<file path="src/rtl/rf_writeback.sv">
// Write-back stage: a one-entry pending register in front of a 32-entry register array.
// Two combinational read ports see a pending write through a bypass before it commits.
module rf_writeback #(
  parameter int DATA_WIDTH = 32,
  parameter int ADDR_WIDTH = 5,
  parameter int CNT_WIDTH  = 16
) (
  input  logic                  clk,
  input  logic                  rst_n,
  input  logic                  in_valid,
  output logic                  in_ready,
  input  logic [ADDR_WIDTH-1:0] wb_addr,
  input  logic [DATA_WIDTH-1:0] wb_data,
  input  logic                  wb_zero,
  input  logic                  wb_carry,
  input  logic                  wb_hold,
  input  logic [ADDR_WIDTH-1:0] Rs_addr,
  input  logic [ADDR_WIDTH-1:0] Rt_addr,
  output logic [DATA_WIDTH-1:0] Rs_data,
  output logic [DATA_WIDTH-1:0] Rt_data,
  output logic                  zero_flag,
  output logic                  carry_flag,
  output logic                  pend_valid,
  output logic [CNT_WIDTH-1:0]  commit_count
);

  localparam int DEPTH = 2 ** ADDR_WIDTH;

  logic [DATA_WIDTH-1:0] regArray [DEPTH];
  logic                  pendValidR;
  logic [ADDR_WIDTH-1:0] pendAddrR;
  logic [DATA_WIDTH-1:0] pendDataR;
  logic                  zeroR;
  logic                  carryR;
  logic [CNT_WIDTH-1:0]  commitCntR;

  logic acceptS;
  logic commitS;

  // Handshake: a stalled, full pending entry is the only thing that blocks new requests.
  always_comb begin
    in_ready = !pendValidR || !wb_hold;
    acceptS  = in_valid && in_ready;
    commitS  = pendValidR && !wb_hold;
  end

  // Pending entry, last-accepted flags and commit counter.
  always_ff @(posedge clk or negedge rst_n) begin
    if (!rst_n) begin
      pendValidR <= 1'b0;
      pendAddrR  <= {ADDR_WIDTH{1'b0}};
      pendDataR  <= {DATA_WIDTH{1'b0}};
      zeroR      <= 1'b0;
      carryR     <= 1'b0;
      commitCntR <= {CNT_WIDTH{1'b0}};
    end else begin
      if (acceptS) begin
        pendValidR <= 1'b1;
        pendAddrR  <= wb_addr;
        pendDataR  <= wb_data;
        zeroR      <= wb_zero;
        carryR     <= wb_carry;
      end else if (commitS) begin
        pendValidR <= 1'b0;
      end
      if (commitS) begin
        commitCntR <= commitCntR + CNT_WIDTH'(1);
      end
    end
  end

  // Register array; entry 0 is hard-wired to zero and never written.
  always_ff @(posedge clk or negedge rst_n) begin
    if (!rst_n) begin
      for (int i = 0; i < DEPTH; i++) begin
        regArray[i] <= {DATA_WIDTH{1'b0}};
      end
    end else if (commitS && (pendAddrR != {ADDR_WIDTH{1'b0}})) begin
      regArray[pendAddrR] <= pendDataR;
    end
  end

  // Read ports: the pending entry is newer than the array, so it wins.
  always_comb begin
    if (Rs_addr == {ADDR_WIDTH{1'b0}}) begin
      Rs_data = {DATA_WIDTH{1'b0}};
    end else if (pendValidR && (pendAddrR == Rs_addr)) begin
      Rs_data = pendDataR;
    end else begin
      Rs_data = regArray[Rs_addr];
    end
    if (Rt_addr == {ADDR_WIDTH{1'b0}}) begin
      Rt_data = {DATA_WIDTH{1'b0}};
    end else if (pendValidR && (pendAddrR == Rt_addr)) begin
      Rt_data = pendDataR;
    end else begin
      Rt_data = regArray[Rt_addr];
    end
  end

  assign zero_flag    = zeroR;
  assign carry_flag   = carryR;
  assign pend_valid   = pendValidR;
  assign commit_count = commitCntR;

endmodule

</file>
<file path="config.mk">
export PLATFORM = sky130hd
export DESIGN_NAME = rf_writeback
export DESIGN_NICKNAME = d
export VERILOG_FILES = /design/src/rtl/rf_writeback.sv
export SDC_FILE = /design/constraint.sdc
export NUM_CORES = 2
export LEC_CHECK = 0
export ABC_CLOCK_PERIOD_IN_PS = 3800
export CAP_MARGIN = 20
export CORE_UTILIZATION = 55
export DETAILED_ROUTE_END_ITERATION = 10
export GPL_ROUTABILITY_DRIVEN = 0
export PLACE_DENSITY = 0.71
export SYNTH_ARGS = -nofsm -noshare
export SYNTH_HDL_FRONTEND = slang
export SYNTH_SLANG_ARGS = --single-unit
</file>
<file path="constraint.sdc">
create_clock -name clk -period 3.8 [get_ports clk]
set_clock_uncertainty 0.1 [all_clocks]
set_input_delay 1.14 -clock clk [delete_from_list [all_inputs] [get_ports clk]]
set_output_delay 1.14 -clock clk [all_outputs]
set_load 0.05 [all_outputs]
</file>
==> reports/results.txt <==
Status = finished with violations
Failing checks = negative setup slack
Tcrit/Tclk final = 1.18
Worst hold-check path type = input port to async pin
Main synth FF type = dfrtp_1
Worst path slowest cell = mux4_2
Post-synthesis cell type count = 60
Ys async rst share = 1.00
Worst rel slew slack = 0.240
Synth Register Bits = 1,080
TritonCTS buffer count = 116
CP Data Arrival Time = 3.25 ns
Root Driver = clkbuf_16
Clock power share = 0.265
Synth warn = 0
First-pass GRT wire length = 300 mm
Met3 usage = 0.104
Drt drc = 0
CTS tree = done
CP max stage delay = 0.54 ns
IO Port Bufs = 136
Crit path top cell by count = mux4_2
Hold-fix buffers, CTS = 0
Internal = 31.7 mW
CP Data Required Time = 2.56 ns
Seq/Total Area, Yosys = 0.473
Met1 usage = 0.506
Setup ws final = -0.691 ns
Busiest grt layer = met2
Rows = 117
Max Slew Vio Count = 0
Pin count of the biggest net entering global routing = 113
Setup CP Type = input port to primary output
Syn avg cell area = 14.6 µm²
Gr usage total = 0.392
Max-Cap Viols = 0
Worst r2r src = pend_valid
Initial antenna violation count = 2
Via Count = 41,800
Critical-path cell list = buf_16, buf_12, clkbuf_16, mux4_2, mux4_2, nor2b_4, a211o_4, buf_6
Die H = 324 µm
HPWL Detailed = 135 mm
Max FO, Critical Path = 8
Logic pwr share = 0.326
Most frequent cells in the layout = dfrtp_1, mux2_2, buf_4, mux4_2, mux2i_1
Most common cell after layout, fill and taps aside = dfrtp_1
DR vias/cell = 7.05
H-tree depth = 3
Top delay family on crit path = multiplexers
PwrDens = 632 nW/µm²
Measured slew at the worst slew-check pin = 1.14 ns
Vias in the first global route = 43,000
Fmax = 0.223 GHz
Cell Area, Synth = 57,200 µm²
WL/cell = 35.0 µm
Leak = 32.8 nW
Final Critical Period = 4.49 ns
Share of cells above drive strength 1 = 0.592
Die Wd = 324 µm
Clk Latency, worst-skew pair = 0.73 ns
Core Footprint = 102,000 µm²
Net Sw Frac = 0.319
NetSw = 14.8 mW
Detailed Route WL = 208 mm
GR Overflow Total = 0
Post-place setup slack = -0.970 ns
Initial DRC count = 4,893
Cells after Synth = 3,918
Die area = 105,000 µm²
Final ANT Viol Nets = 0
# fillers = 6,481
Final nets = 4,521
Synth Net Count = 3,972
Buf+Inv Stages, Crit Path = 4
Met2 Use GR = 0.590
Seq pwr share = 0.410
Unrepaired setup endpoints after global routing = true
DRT Pass-1 Iters = 5
Peak VDD IR = 0.496 mV
Worst hold margin = 0.260 ns
Final Hold Vio Count = 0
Clk sinks = 1,080
Overall power = 46.5 mW
Final Setup Violations = 64
Endpoint type of the worst setup path = primary output
Initial core utilization = 0.559
CP Launch Point = Rt_addr[0]
Clk buf depth = 3
Ports = 137
CP startpoint kind = input port
Area growth from synthesis to layout = 28.6%
Post-synth EDFFs = 0
Worst-path clk slew = 0.06 ns
[cell type report]
class | count | area (µm²) | area share
inverters | 4 | 15.0 | 0.000204
multi-input cells | 2398 | 29800 | 0.405
flip-flops and latches | 1080 | 27000 | 0.368
clock inverters | 47 | 669 | 0.00911
diodes | 2 | 5.00 | 0.0000681
clock buffers | 170 | 3470 | 0.0472
well taps | 1368 | 1710 | 0.0233
repair buffers | 867 | 10800 | 0.147
[stage by stage]
step	instance area (µm²)	utilization	instances	setup TNS (ns)
detailed placement	65400	0.640	5572	-48.50
CTS	72200	0.706	5886	-33.61
finish	73500	0.718	5936	-34.93
global placement	65400	0.640	5572	-48.53
floorplan	57900	-	3918	-14.48
global route	73500	0.718	5934	-36.14
[power by group through the flow]
stage	Combinational, mW	Sequential [mW]	Clock (mW)
CTS	14.5	18.8	12.4
floorplan	9.71	17.9	0
finish	15.1	19.1	12.3
global route	15.8	19.5	12.8
global placement	13.5	18.6	0
detailed placement	13.8	19.0	0
[cell usage after synthesis, types with 13 or more instances]
| master | number | area share |
|---|---|---|
| buf_6 | 24 | 0.0047 |
| clkbuf_1 | 224 | 0.015 |
| o211ai_1 | 15 | 0.0020 |
| mux2_2 | 1000 | 0.20 |
| a21oi_1 | 72 | 0.0063 |
| nand2_1 | 72 | 0.0047 |
| o22ai_1 | 17 | 0.0019 |
| a22oi_1 | 158 | 0.021 |
| xnor2_1 | 23 | 0.0035 |
| nor2b_1 | 13 | 0.0014 |
| mux4_2 | 398 | 0.16 |
| buf_4 | 21 | 0.0028 |
| a221o_1 | 16 | 0.0028 |
| buf_1 | 57 | 0.0037 |
| a211o_1 | 16 | 0.0025 |
| nor2_1 | 34 | 0.0022 |
| a221oi_1 | 33 | 0.0051 |
| buf_2 | 105 | 0.0092 |
| mux2i_1 | 289 | 0.051 |
| o221a_2 | 25 | 0.0049 |
| dfrtp_1 | 1080 | 0.47 |
| o21ai_0 | 37 | 0.0032 |
| o221ai_1 | 14 | 0.0021 |
| nand3_1 | 28 | 0.0025 |
| mux2_1 | 32 | 0.0063 |
[flip-flops by register name (all words and copies together), names as in the netlist]
name,count
carry_flag,1
commit_count,16
pendAddrR,5
pendDataR,32
pend_valid,1
regArray,1024
zero_flag,1
[repair_timing]
action	CTS	global route
cloned	23	6
pin swaps	101	90
setup endpoints to repair	64	64
gates resized for setup	296	175
buffers inserted	78	54
[metal layers]
metal / wire length [µm] / up-vias
met5: 14 / -
met4: 15600 / 2
met3: 21500 / 802
met2: 93700 / 2718
met1: 76900 / 22100
li1: - / 16200
[worst paths after layout]
kind | to | slack (ns) | depth (start not counted)
hold reg to reg | regArray[1007] | 0.30 | 0
setup / recovery | Rt_data[3] | -0.69 | 8
min in group clk | regArray[1007] | 0.30 | 0
hold / removal | regArray[60] | 0.26 | 1
setup reg to reg | regArray[848] | 1.03 | 5
max in group asynchronous | regArray[452] | 2.28 | 2
[cell families (layout without fill, tap and decap cells)]
kind of cell | after synthesis | after routing | share of synthesized area
xor gates and xnor gates | 25 | 25 | 0.00383
and+or+nand+nor | 207 | 207 | 0.0179
other | 0 | 2 | 0
AOI/OAI and AO/OA | 446 | 446 | 0.0578
muxes | 1719 | 1719 | 0.411
adders and majority gates | 1 | 1 | 0.000219
buffers and inverters | 440 | 1088 | 0.0366
DFF | 1080 | 1080 | 0.473
Power figures use the tool's default switching activity.
